### src/rtl/seg7_pkg.sv
`default_nettype none
// ============================================================================
// Module  : seg7_pkg
// Brief   : Seven-segment patterns, decoded codes and capture FSM states.
// Revision: 1.0 - initial release
// ============================================================================
package seg7_pkg;

  // Active-low segment patterns, bit order gfedcba
  localparam logic [6:0] SEG_0     = 7'b1000000;
  localparam logic [6:0] SEG_1     = 7'b1111001;
  localparam logic [6:0] SEG_2     = 7'b0100100;
  localparam logic [6:0] SEG_3     = 7'b0110000;
  localparam logic [6:0] SEG_4     = 7'b0011001;
  localparam logic [6:0] SEG_5     = 7'b0010010;
  localparam logic [6:0] SEG_6     = 7'b0000010;
  localparam logic [6:0] SEG_7     = 7'b1111000;
  localparam logic [6:0] SEG_8     = 7'b0000000;
  localparam logic [6:0] SEG_9     = 7'b0011000;
  localparam logic [6:0] SEG_A     = 7'b0001000;
  localparam logic [6:0] SEG_B     = 7'b0000011;
  localparam logic [6:0] SEG_R     = 7'b1001110;
  localparam logic [6:0] SEG_DASH  = 7'b0111111;
  localparam logic [6:0] SEG_BLANK = 7'b1111111;

  localparam logic [3:0] CODE_0    = 4'h0;
  localparam logic [3:0] CODE_1    = 4'h1;
  localparam logic [3:0] CODE_2    = 4'h2;
  localparam logic [3:0] CODE_3    = 4'h3;
  localparam logic [3:0] CODE_4    = 4'h4;
  localparam logic [3:0] CODE_5    = 4'h5;
  localparam logic [3:0] CODE_6    = 4'h6;
  localparam logic [3:0] CODE_7    = 4'h7;
  localparam logic [3:0] CODE_8    = 4'h8;
  localparam logic [3:0] CODE_9    = 4'h9;
  localparam logic [3:0] CODE_A    = 4'hA;
  localparam logic [3:0] CODE_B    = 4'hB;
  localparam logic [3:0] CODE_R    = 4'hC;
  localparam logic [3:0] CODE_DASH = 4'hF;

  typedef enum logic [1:0] {
    ST_IDLE   = 2'd0,
    ST_SETTLE = 2'd1,
    ST_SAMPLE = 2'd2,
    ST_HOLD   = 2'd3
  } cap_state_t;

endpackage
`default_nettype wire

### src/rtl/seg7_inv.sv
`default_nettype none
// ============================================================================
// Module  : seg7_inv
// Brief   : Combinational inverse seven-segment table (pattern -> code).
// Revision: 1.0 - initial release
// ============================================================================
module seg7_inv
  import seg7_pkg::*;
(
  input  logic [6:0] seg,
  output logic [3:0] code,
  output logic       blank,
  output logic       invalid
);

  always_comb begin
    code    = CODE_0;
    blank   = 1'b0;
    invalid = 1'b0;
    case (seg)
      SEG_0:     code = CODE_0;
      SEG_1:     code = CODE_1;
      SEG_2:     code = CODE_2;
      SEG_3:     code = CODE_3;
      SEG_4:     code = CODE_4;
      SEG_5:     code = CODE_5;
      SEG_6:     code = CODE_6;
      SEG_7:     code = CODE_7;
      SEG_8:     code = CODE_8;
      SEG_9:     code = CODE_9;
      SEG_A:     code = CODE_A;
      SEG_B:     code = CODE_B;
      SEG_R:     code = CODE_R;
      SEG_DASH:  code = CODE_DASH;
      SEG_BLANK: blank = 1'b1;
      default:   invalid = 1'b1;
    endcase
  end

endmodule
`default_nettype wire

### src/rtl/seg_capture.sv
`default_nettype none
// ============================================================================
// Module  : seg_capture
// Brief   : Captures a multiplexed seven-segment display into decoded frames.
// Revision: 1.0 - initial release
// ============================================================================
module seg_capture
  import seg7_pkg::*;
#(
  parameter int N_DIG  = 4,
  parameter int SETTLE = 8
) (
  input  logic                 clk,
  input  logic                 reset,
  input  logic [6:0]           SEG,
  input  logic [N_DIG-1:0]     AN,
  output logic [4*N_DIG-1:0]   CODE,
  output logic [N_DIG-1:0]     BLANK,
  output logic [N_DIG-1:0]     INVALID,
  output logic                 FRAME_VALID,
  input  logic                 FRAME_READY,
  output logic                 OVERRUN
);

  localparam int IDX_W = (N_DIG > 1) ? $clog2(N_DIG) : 1;
  localparam int CNT_W = 8;
  localparam logic [CNT_W-1:0] SETTLE_LAST = CNT_W'(SETTLE - 1);
  localparam logic [N_DIG-1:0] ONE_N       = N_DIG'(1);

  cap_state_t           state;
  logic [CNT_W-1:0]     cnt;
  logic [N_DIG-1:0]     an_lat;
  logic [IDX_W-1:0]     dig_idx;
  logic [N_DIG-1:0]     seen;
  logic [4*N_DIG-1:0]   stg_code;
  logic [N_DIG-1:0]     stg_blank;
  logic [N_DIG-1:0]     stg_inv;

  logic [3:0]           dec_code;
  logic                 dec_blank;
  logic                 dec_inv;

  logic [N_DIG-1:0]     an_low;
  logic                 an_one;
  logic [IDX_W-1:0]     an_idx;
  logic [N_DIG-1:0]     seen_next;
  logic                 frame_done;
  logic [4*N_DIG-1:0]   stg_code_nx;
  logic [N_DIG-1:0]     stg_blank_nx;
  logic [N_DIG-1:0]     stg_inv_nx;

  seg7_inv u_inv (
    .seg     (SEG),
    .code    (dec_code),
    .blank   (dec_blank),
    .invalid (dec_inv)
  );

  // A legal select has exactly one active-low bit
  assign an_low = ~AN;
  assign an_one = (an_low != '0) && ((an_low & (an_low - ONE_N)) == '0);

  always_comb begin
    an_idx = '0;
    for (int i = 0; i < N_DIG; i++) begin
      if (an_low[i]) an_idx = IDX_W'(i);
    end
  end

  // Staging image including the digit being sampled this cycle
  always_comb begin
    stg_code_nx  = stg_code;
    stg_blank_nx = stg_blank;
    stg_inv_nx   = stg_inv;
    for (int i = 0; i < N_DIG; i++) begin
      if (dig_idx == IDX_W'(i)) begin
        stg_code_nx[4*i +: 4] = dec_code;
        stg_blank_nx[i]       = dec_blank;
        stg_inv_nx[i]         = dec_inv;
      end
    end
  end

  assign seen_next  = seen | ~an_lat;
  assign frame_done = (state == ST_SAMPLE) && (seen_next == '1);

  always_ff @(posedge clk or posedge reset) begin
    if (reset) begin
      state       <= ST_IDLE;
      cnt         <= '0;
      an_lat      <= '1;
      dig_idx     <= '0;
      seen        <= '0;
      stg_code    <= '0;
      stg_blank   <= '0;
      stg_inv     <= '0;
      CODE        <= '0;
      BLANK       <= '1;
      INVALID     <= '0;
      FRAME_VALID <= 1'b0;
      OVERRUN     <= 1'b0;
    end else begin
      // Handshake; a simultaneous completion below re-asserts FRAME_VALID
      if (FRAME_VALID && FRAME_READY) begin
        FRAME_VALID <= 1'b0;
        OVERRUN     <= 1'b0;
      end

      case (state)
        ST_IDLE: begin
          if (an_one) begin
            an_lat  <= AN;
            dig_idx <= an_idx;
            cnt     <= '0;
            state   <= ST_SETTLE;
          end
        end
        ST_SETTLE: begin
          if (AN != an_lat) begin
            state <= ST_IDLE;
          end else if (cnt == SETTLE_LAST) begin
            state <= ST_SAMPLE;
          end else begin
            cnt <= cnt + CNT_W'(1);
          end
        end
        ST_SAMPLE: begin
          stg_code  <= stg_code_nx;
          stg_blank <= stg_blank_nx;
          stg_inv   <= stg_inv_nx;
          state     <= ST_HOLD;
          if (frame_done) begin
            seen <= '0;
            if (!FRAME_VALID || FRAME_READY) begin
              CODE        <= stg_code_nx;
              BLANK       <= stg_blank_nx;
              INVALID     <= stg_inv_nx;
              FRAME_VALID <= 1'b1;
            end else begin
              OVERRUN <= 1'b1;
            end
          end else begin
            seen <= seen_next;
          end
        end
        ST_HOLD: begin
          if (AN != an_lat) state <= ST_IDLE;
        end
        default: state <= ST_IDLE;
      endcase
    end
  end

endmodule
`default_nettype wire

### config.mk
export PLATFORM = sky130hd
export DESIGN_NAME = seg_capture
export DESIGN_NICKNAME = d
export VERILOG_FILES = /design/src/rtl/seg7_pkg.sv /design/src/rtl/seg7_inv.sv /design/src/rtl/seg_capture.sv
export SDC_FILE = /design/constraint.sdc
export NUM_CORES = 1
export LEC_CHECK = 0
export ABC_AREA = 0
export BUFFER_PORTS_ARGS = -buffer_cell sky130_fd_sc_hd__buf_2
export CAP_MARGIN = 0
export CORE_MARGIN = 5
export CORE_UTILIZATION = 25
export DETAILED_ROUTE_END_ITERATION = 8
export SYNTH_ARGS = -nofsm -noshare
export SYNTH_HDL_FRONTEND = slang
export SYNTH_SLANG_ARGS = --single-unit
### constraint.sdc
create_clock -name clk -period 3.8 [get_ports clk]
set_clock_uncertainty 0.2 [all_clocks]
set_input_delay 0.76 -clock clk [delete_from_list [all_inputs] [get_ports clk]]
set_output_delay 0.76 -clock clk [all_outputs]
set_load 0.01 [all_outputs]
==> results.md, run 1 <==
* RSZ-0062 raised after global routing: false
* Non-Filler Instances at between 600 and 700
* Overall power at 2.23 mW
* Power Internal at 1.55 mW
* CTS root buffer: clkbuf_16
* DR vias/cell at 4.90
* Clock Latency Late Sink at about 0.32 ns
* Worst-path fanout max at 17
* Post-route ant nets at 0
* Worst path buffer plus inverter count at 1
* Final hold vios at 0
* Critical Path RT at 3.80 ns
* Syn Nets at ~420
* Final instance area at ~4200 um^2
* Global-route wire length before repair at 14500 um
* Area after DPL at between 3000 and 4000 um^2
* Max IR drop VDD at between 0.2 and 0.25 mV
* H-tree depth at 3
* Clk slew on worst S/H paths at 0.06 ns
* Post-CTS Setup Bufs at 0
* Core Box Area at 14400 um^2
* Sink Count at 70
* DRT Pass-1 Iters at 4
* Full die area at 17000 um^2
* Ant. Diodes at 0
* Critical path's top delay family: simple AND/OR/NAND/NOR gates
* TritonCTS Buffers at 9
* Combinational share of power at 19.5%
* Setup-failing EPs final at 0
* CTS Buffer Depth at 2
* Fin Hold WS at 0.278 ns
* Synth cell types at 53
* I/O Pins at 40
* Via count at 3046
* Iter 0 DRT Violations at between 200 and 300
* Reg power frac at between 40% and 50%
* CP arrival at 2.47 ns
* FFs w/ async S/R, synth at 100%
* Cells after Synth at 408
* Final Util at between 20 and 30%
* Max_cap viols at 0
* EDFF count, synth at 0
* Final worst path period share at 65.0%
* Pwr/cell area at 528 nW/um^2
* Sw Pwr at 0.686 mW
* Pin count of the biggest net entering global routing at 71
* Grt total ovfl at 0
* Global Route Usage Sum at 10.6%
* Commonest non-fill, non-tap cell in the layout: nand2_1
* Layout cell share with drive strength beyond 1 at 16.7%
* Final nets at between 400 and 500
* Fmax at 405 MHz
* Die Ht at between 100 and 150 um
* Critical path class: in -> reg
* Leak at approximately 1.8 nW
* Syn Std Cell Area at 3630 um^2
* Worst Setup Start Kind: input port
* Worst-path cell chain: buf_2 -> nor4bb_1 -> o21ai_0 -> and3_1 -> nand4_1 -> o211ai_1
* Crit. End Element: register
* Pre-CTS setup slack at 1.00 ns
* Placer's final routability congestion estimate at 0.766
* FP Rows at 44
* Seq cells post-synth at 70
* Number of antenna violations at the first check in global routing at 0
* Placed Cells at between 600 and 700
* Vias in the first global route at just under 3000
* Ys flop type: dfrtp_1
* DRC viols at 0
* Syn Area/Cell at 8.90 um^2
* IO Port Bufs at 39
* Setup TNS at 0 ns
* Hold Path Class: reg -> reg
* Worst Max-Slew Pin Slew at 0.887 ns
* Setup ws final at 1.33 ns
* Status: finished clean
* Post-cts sizing count at 0
* Max incr delay on CP at roughly 0.49 ns
* TritonCTS clock tree: yes
* DR WL/cell at 14.0 um
* Area growth from synthesis to layout at 16.5%
* Hold_buf cts at 0
* Slew Limit Fails at 0
* Clock power share at between 30% and 40%
* Post-detail-place hpwl at 6140 um
* Die Wd at 131 um
* Switching Fraction at ~30%
* Starting density of the core at 25.3%
* Min cycle time layout at 2.47 ns
* Slowest stage cell, crit path: nor4bb_1
* Synth Warn # at 0
* Sequential cell area fraction in the yosys report at 48.5%
* Most frequent cells in the layout: nand2_1, dfrtp_1, nor2_1, o21ai_0, buf_2
* Slew Limit Headroom at 40.8%
* Final wirelength at just under 9000 um
sequential cells by signal, summed over array words and instances (netlist names), named ones only:
| signal | flops |
|---|---|
| OVERRUN | 1 |
| BLANK | 4 |
| stg_code | 16 |
| stg_blank | 4 |
| state | 1 |
| INVALID | 4 |
| dig_idx | 2 |
| CODE | 16 |
| stg_inv | 4 |
| FRAME_VALID | 1 |
| an_lat | 4 |
| cnt | 8 |
| seen | 4 |
cells by family after synthesis:
logic type	count (synthesis)	share of synthesized area, %
simple gates	201	27.4
fa+ha+maj	1	0.344
flops	70	48.5
mux	4	1.14
xor+xnor	7	1.69
compound gates	92	16.7
buf+inv	33	4.24
synth_stat cells, drive strengths merged, types with 3 or more instances:
cell | instances | area [um^2]
nand2b | 8 | 57.6
nor2 | 49 | 184
dfrtp | 62 | 1550
nand3 | 26 | 135
nand4b | 4 | 35.0
o21ai | 41 | 205
o211ai | 17 | 128
mux2i | 3 | 30.0
a31oi | 7 | 43.8
clkbuf | 15 | 56.3
nor4b | 4 | 35.0
a41oi | 3 | 33.8
a32oi | 3 | 26.3
and3 | 4 | 25.0
xnor2 | 5 | 43.8
and2 | 3 | 21.3
buf | 13 | 78.8
inv | 5 | 18.8
nand4 | 5 | 31.3
nor3 | 7 | 35.0
or4 | 4 | 30.0
nand2 | 65 | 244
a21oi | 6 | 30.0
nor2b | 8 | 50.1
a211oi | 4 | 30.0
dfstp | 8 | 210
per-layer routing:
metal / routed length, um / track usage (%) / vias up
li1: - / - / 1511
met1: 4270 / 14.9 / 1458
met2: 3940 / 16.1 / 66
met3: 331 / 2.32 / 11
met4: 145 / 4.05 / 0
met5: 0 / 0 / -
area by class of cell:
type,count,area (um^2)
Clock buffer,10,229
Fill cell,1480,10100
Clock inverter,6,63.8
Timing Repair Buffer,41,210
Tap cell,184,230
Sequential cell,70,1760
Multi-Input combinational cell,305,1720
Inverter,5,18.8
worst min-delay path, stage by stage, from the launching register on:
cell and delay (ns):
dfrtp_1 0.34, nand2_1 0.04, o21ai_0 0.06
worst paths after layout:
check / startpoint / endpoint / slack (ns) / depth (start not counted)
worst max-delay path: SEG[4] / INVALID[0] / 1.33 / 6
worst min register to register: stg_code[11] / stg_code[11] / 0.28 / 2
worst min-delay path: stg_code[11] / stg_code[11] / 0.28 / 2
min in group asynchronous: reset / seen[3] / 0.49 / 3
worst max register to register: state[0] / BLANK[0] / 1.35 / 5
max in group asynchronous: reset / stg_code[4] / 2.33 / 3
power by group through the flow:
| stage | Clock (mW) | Combinational [mW] | Sequential, mW |
|---|---|---|---|
| finish | 0.812 | 0.435 | 0.987 |
| global route | 0.866 | 0.493 | 1.01 |
| CTS | 0.829 | 0.442 | 0.989 |
| detailed placement | 0 | 0.440 | 1.00 |
| global placement | 0 | 0.432 | 0.997 |
| floorplan | 0 | 0.326 | 0.967 |
(Power assumes the default switching activity.)
==> run 2, diff against run 1 <==
clock period = 2 ns   (was 3.8 ns; I/O delays follow)
==> results.md, run 2 (synthesis results as in run 1) <==
* I/O Pins at 40 (unchanged)
* Max incr delay on CP at 0.56 ns (was 0.49 ns)
* Final worst path period share at 103%
* Global-route wire length before repair at 16800 um (was 14500 um)
* Worst-path fanout max at 5 (was 17)
* Worst Setup Start Kind: register (was input port)
* Setup TNS at -0.365 ns (was 0 ns)
* TritonCTS clock tree: yes (unchanged)
* DRC viols at 0 (unchanged)
* Failing checks: setup timing
* Critical Path RT at 2.07 ns (was 3.80 ns)
* Placed Cells at 662 (was 605)
* IO Port Bufs at 39 (unchanged)
* Filler Cell Count at 1463 (was 1480)
* DR WL/cell at 14.6 um (was 14.0 um)
* Switching Fraction at 31.1% (was 30.7%)
* Placer's final routability congestion estimate at 0.913 (was 0.766)
* Fin Hold WS at 0.0564 ns (was 0.278 ns)
* H-tree depth at 3 (unchanged)
* RSZ-0062 raised after global routing: true (was false)
* Largest regs: CODE: 16 flops, stg_code: 16 flops, cnt: 8 flops (unchanged)
* Final instance area at 4880 um^2 (was 4230 um^2)
* R2r setup slk at -0.07 ns (was 1.35 ns)
* Slew Limit Fails at 0 (unchanged)
* Via count at 3295 (was 3046)
* Grt total ovfl at 0 (unchanged)
* Ant. Diodes at 0 (unchanged)
* TritonCTS Buffers at 9 (unchanged)
* DR vias/cell at 4.80 (was 4.90)
* CP arrival at 2.14 ns (was 2.47 ns)
* Post-route ant nets at 0 (unchanged)
* Overall power at 4.42 mW (was 2.23 mW)
* Global Route Usage Sum at 12.3% (was 10.6%)
* Layout cell share with drive strength beyond 1 at 30.7% (was 16.7%)
* Final Util at 34.0% (was 29.4%)
* Non-Filler Instances at 686 (was 621)
* Slew Limit Headroom at 62.4% (was 40.8%)
* Multi-input gate area at 1830 um^2 (was 1720 um^2)
* Final wirelength at 10000 um (was 8690 um)
* Min cycle time layout at 2.07 ns
* Most frequent cells in the layout: dfrtp_1, nand2_1, buf_4, nor2_1, buf_2 (was nand2_1, dfrtp_1, nor2_1, o21ai_0, buf_2)
* FF+latch area at 1760 um^2 (unchanged)
* DRT Pass-1 Iters at 4 (unchanged)
* Pwr/cell area at 905 nW/um^2 (was 528 nW/um^2)
* Power Internal at 3.04 mW (was 1.55 mW)
* Worst path buffer plus inverter count at 1 (unchanged)
* Area growth from synthesis to layout at 34.4% (was 16.5%)
* Final nets at 513 (was 447)
* Sw Pwr at 1.37 mW (was 0.686 mW)
* Max_cap viols at 0 (unchanged)
* Clock power share at 32.8% (was 36.3%)
* Setup ws final at -0.0699 ns (was 1.33 ns)
* Area after DPL at 4410 um^2 (was 3940 um^2)
* Number of antenna violations at the first check in global routing at 0 (unchanged)
* Combinational share of power at 24.9% (was 19.5%)
* Critical path's top delay family: simple AND/OR/NAND/NOR gates (unchanged)
* Starting density of the core at 25.3% (unchanged)
* Reg power frac at 42.3% (was 44.2%)
* Final hold vios at 0 (unchanged)
* Worst-path cell chain: or4_4 -> or3_4 -> nand4b_1 -> buf_4 -> o211ai_1 -> nand2_1 (was buf_2 -> nor4bb_1 -> o21ai_0 -> and3_1 -> nand4_1 -> o211ai_1)
* Leak at 2.18 nW (was 1.81 nW)
* Max IR drop VDD at 0.400 mV (was 0.219 mV)
* Slowest stage cell, crit path: or4_4 (was nor4bb_1)
* Setup-failing EPs final at 8 (was 0)
* CTS Buffer Depth at 2 (unchanged)
* Worst Max-Slew Pin Slew at 0.562 ns (was 0.887 ns)
* FP Rows at 44 (unchanged)
* Commonest non-fill, non-tap cell in the layout: dfrtp_1 (was nand2_1)
* Clock Latency Late Sink at 0.33 ns (was 0.32 ns)
* Core Box Area at 14400 um^2 (unchanged)
* Sink Count at 70 (unchanged)
* CTS root buffer: clkbuf_16 (unchanged)
* Post-detail-place hpwl at 7060 um (was 6140 um)
* Vias in the first global route at 3312 (was 2883)
* Full die area at 17000 um^2 (unchanged)
* Iter 0 DRT Violations at 215 (was 274)
* Die Wd at 131 um (unchanged)
* Crit. End Element: register (unchanged)
* Clk slew on worst S/H paths at 0.06 ns (about the same)
* Die Ht at 131 um (unchanged)
* Status: finished with violations (was finished clean)
* Pin count of the biggest net entering global routing at 32 (was 71)
* Pre-CTS setup slack at -0.209 ns (was 1.00 ns)
* Hold Path Class: in -> reg (was reg -> reg)
* Critical path class: reg -> reg (was in -> reg)
* Fmax at 483 MHz
==> run 2: changes by cell type in the layout (fill, tap and decap cells not counted), sizes merged <==
cell	delta
buf	+62
dlygate4sd3	+1
clkinv	-2
bufinv	-1
clkbuf	+5
inv	-1
clkinvlp	-1
and2	+2
==> run 2: final timing paths <==
check,start,end,depth (start not counted)
hold reg to reg,stg_code[2],stg_code[2],2
hold / removal,FRAME_READY,OVERRUN,2
setup reg to reg,cnt[5],cnt[3],6
max in group asynchronous,reset,an_lat[0],4
min in group asynchronous,reset,INVALID[1],3
setup / recovery,cnt[5],cnt[3],6
==> run 2: power by group through the flow <==
stage / combinational (mW) / clock (mW) / sequential, mW
2_1_floorplan: 0.622 / 0 / 1.84
3_3_place_gp: 1.00 / 0 / 1.86
3_5_place_dp: 1.02 / 0 / 1.88
4_1_cts: 1.06 / 1.49 / 1.87
5_1_grt: 1.23 / 1.55 / 1.90
6_report: 1.10 / 1.45 / 1.87
==> run 2: routing by layer <==
layer	GRT usage (%)	wire length, um	vias to the layer above	part of all wire (%)
li1	-	-	1632	-
met1	17.1	4590	1576	46
met2	19.2	4900	74	49
met3	2.52	381	13	3.8
met4	4.36	169	0	1.7
met5	0	0	-	0
==> run 2: final cells by class <==
| cell class | instances | share of cell area, % |
|---|---|---|
| timing repair buffer | 105 | 15.8 |
| clock inverter | 1 | 0.103 |
| sequential | 70 | 36.1 |
| tap | 184 | 4.72 |
| inverter | 5 | 0.461 |
| multi-input combinational | 307 | 37.4 |
| clock buffer | 14 | 5.41 |
==> run 2: repair_timing <==
| item | CTS | global route |
|---|---|---|
| endpoints found under the setup margin | 9 | 26 |
| hold endpoints to repair | 16 | 0 |
| setup buffers | 1 | 3 |
| pin swaps | 6 | 15 |
| hold buffers | 1 | 0 |
| cloned | 2 | 2 |
| resized for setup | 8 | 24 |
==> run 3, diff against run 2 <==
CORE_ASPECT_RATIO = 1.1   (was default)
==> results.md, run 3 (synthesis results as in run 1) <==
* R2r setup slk at -0.07 ns (about the same)
* Setup ws final at -0.0717 ns (was -0.0699 ns)
* HP Start: FRAME_READY (unchanged)
* DRT Pass-1 Iters at 4 (unchanged)
* Hold path depth at 2 (unchanged)
* Global Route Usage Sum at 11.5% (was 12.3%)
* Clock power share at 38.2% (was 32.8%)
* IO Port Bufs at 39 (unchanged)
* Pwr/cell area at 954 nW/um^2 (was 905 nW/um^2)
* Sink Count at 70 (unchanged)
* Filler Cell Count at 1464 (was 1463)
* FP Rows at 46 (was 44)
* Leak at 2.17 nW (was 2.18 nW)
* Vias in the first global route at 3208 (was 3312)
* Placed Cells at 676 (was 662)
* Die Wd at 125 um (was 131 um)
* Final hold vios at 0 (unchanged)
* Max IR drop VDD at 0.551 mV (was 0.400 mV)
* Failing checks: setup timing (unchanged)
* Post-route ant nets at 0 (unchanged)
* Worst-path fanout max at 11 (was 5)
* Ant. Diodes at 0 (unchanged)
* Sw Pwr at 1.36 mW (was 1.37 mW)
* Combinational share of power at 22.0% (was 24.9%)
* TritonCTS Buffers at 9 (unchanged)
* TritonCTS clock tree: yes (unchanged)
* Worst setup path start: cnt[5] (unchanged)
* RSZ-0062 raised after global routing: true (unchanged)
* Overall power at 4.63 mW (was 4.42 mW)
* Pre-CTS setup slack at -0.187 ns (was -0.209 ns)
* Final nets at 514 (was 513)
* DR vias/cell at 4.80 (about the same)
* Final worst path period share at 104% (was 103%)
* Placer's final routability congestion estimate at 0.810 (was 0.913)
* Crit. End Element: register (unchanged)
* Power Internal at 3.26 mW (was 3.04 mW)
* Worst r2r dst: cnt[1] (was cnt[3])
* Clk slew on worst S/H paths at 0.06 ns (about the same)
* Number of antenna violations at the first check in global routing at 0 (unchanged)
* Pin count of the biggest net entering global routing at 29 (was 32)
* Area growth from synthesis to layout at 33.4% (was 34.4%)
* Clock Latency Late Sink at 0.33 ns (about the same)
* Switching Fraction at 29.5% (was 31.1%)
* Largest regs: CODE: 16 flops, stg_code: 16 flops, cnt: 8 flops (unchanged)
* Hold Path Class: in -> reg (unchanged)
* I/O Pins at 40 (unchanged)
* Global-route wire length before repair at 16100 um (was 16800 um)
* Post-detail-place hpwl at 6970 um (was 7060 um)
* R2r worst-path depth at 6 (unchanged)
* CTS Buffer Depth at 2 (unchanged)
* Reg power frac at 39.9% (was 42.3%)
* Grt total ovfl at 0 (unchanged)
* Via count at 3344 (was 3295)
* Iter 0 DRT Violations at 213 (was 215)
* Worst Setup Start Kind: register (unchanged)
* Reg-to-Reg Start: cnt[5] (unchanged)
* Slew Limit Headroom at 58.2% (was 62.4%)
* Final wirelength at 9520 um (was 10000 um)
* Worst Max-Slew Pin Slew at 0.625 ns (was 0.562 ns)
* DRC viols at 0 (unchanged)
* Full die area at 17000 um^2 (about the same)
* CTS root buffer: clkbuf_16 (unchanged)
* Non-Filler Instances at 696 (was 686)
* Critical path class: reg -> reg (unchanged)
* Critical Path RT at 2.06 ns (was 2.07 ns)
* DR WL/cell at 13.7 um (was 14.6 um)
* Core Box Area at 14300 um^2 (was 14400 um^2)
* Min cycle time layout at 2.07 ns (about the same)
* CP arrival at 2.13 ns (was 2.14 ns)
* Fmax at 483 MHz (about the same)
* Worst setup path endpoint: cnt[1] (was cnt[3])
* Die Ht at 136 um (was 131 um)
* Setup TNS at -0.245 ns (was -0.365 ns)
* Final Util at 33.8% (was 34.0%)
* Commonest non-fill, non-tap cell in the layout: nand2_1 (was dfrtp_1)
* Most frequent cells in the layout: nand2_1, buf_4, dfrtp_1, nor2_1, o21ai_0 (was dfrtp_1, nand2_1, buf_4, nor2_1, buf_2)
* Layout cell share with drive strength beyond 1 at 29.0% (was 30.7%)
* Status: finished with violations (unchanged)
* Max_cap viols at 0 (unchanged)
* Starting density of the core at 25.3% (about the same)
* H-tree depth at 3 (unchanged)
* Setup-failing EPs final at 8 (unchanged)
* Slew Limit Fails at 0 (unchanged)
run 3: through the flow:
stage	hold WS, ns	area [um^2]
floorplan	0.245	3640
global placement	0.178	4450
detailed placement	0.182	4450
CTS	0.0428	4830
global route	0.0381	4850
finish	0.0444	4850
run 3: final cells by class:
| cell class | instances | area (um^2) | area share (%) |
|---|---|---|---|
| clock inverters | 5 | 81.3 | 1.68 |
| repair buffers | 107 | 737 | 15.2 |
| well taps | 192 | 240 | 4.96 |
| multi-input cells | 306 | 1750 | 36.1 |
| inverters | 5 | 22.5 | 0.465 |
| clock buffers | 11 | 253 | 5.21 |
| flip-flops and latches | 70 | 1760 | 36.4 |
run 3: what timing repair did:
item | 4_1_cts | 5_1_grt
setup endpoints to repair | 20 | 11
hold buffers | 1 | 0
setup buffers | 2 | 0
cloned | 1 | 0
gates resized for setup | 7 | 3
endpoints found under the hold margin | 7 | 0
pin swaps | 2 | 1
run 3: per-layer routing:
metal	global-route usage, %	routed length [um]
met1	15.2	4480
met2	18.5	4530
met4	4.52	164
met3	2.67	344
met5	0	0
run 3: worst min path at each step:
| stage | endpoint | slack [ns] |
|---|---|---|
| floorplan | stg_code[10] | 0.24 |
| global placement | stg_code[7] | 0.18 |
| detailed placement | stg_code[4] | 0.18 |
| CTS | OVERRUN | 0.04 |
| global route | OVERRUN | 0.04 |
| finish | OVERRUN | 0.04 |
run 3: power groups by stage:
stage	registers, mW	logic (mW)	clock network (mW)
after CTS	1.84	1.02	1.79
final	1.84	1.02	1.76
after global placement	1.86	0.989	0
after global routing	1.87	1.15	1.86
after detailed placement	1.87	1.01	0
after floorplan	1.84	0.622	0
run 3: worst max-delay path, stage by stage (launching register included):
cell and delay [ns]:
dfrtp_1 0.38, or4_4 0.55, or3_4 0.36, nand4b_1 0.12
buf_6 0.15, nand3_1 0.08, a21oi_1 0.16
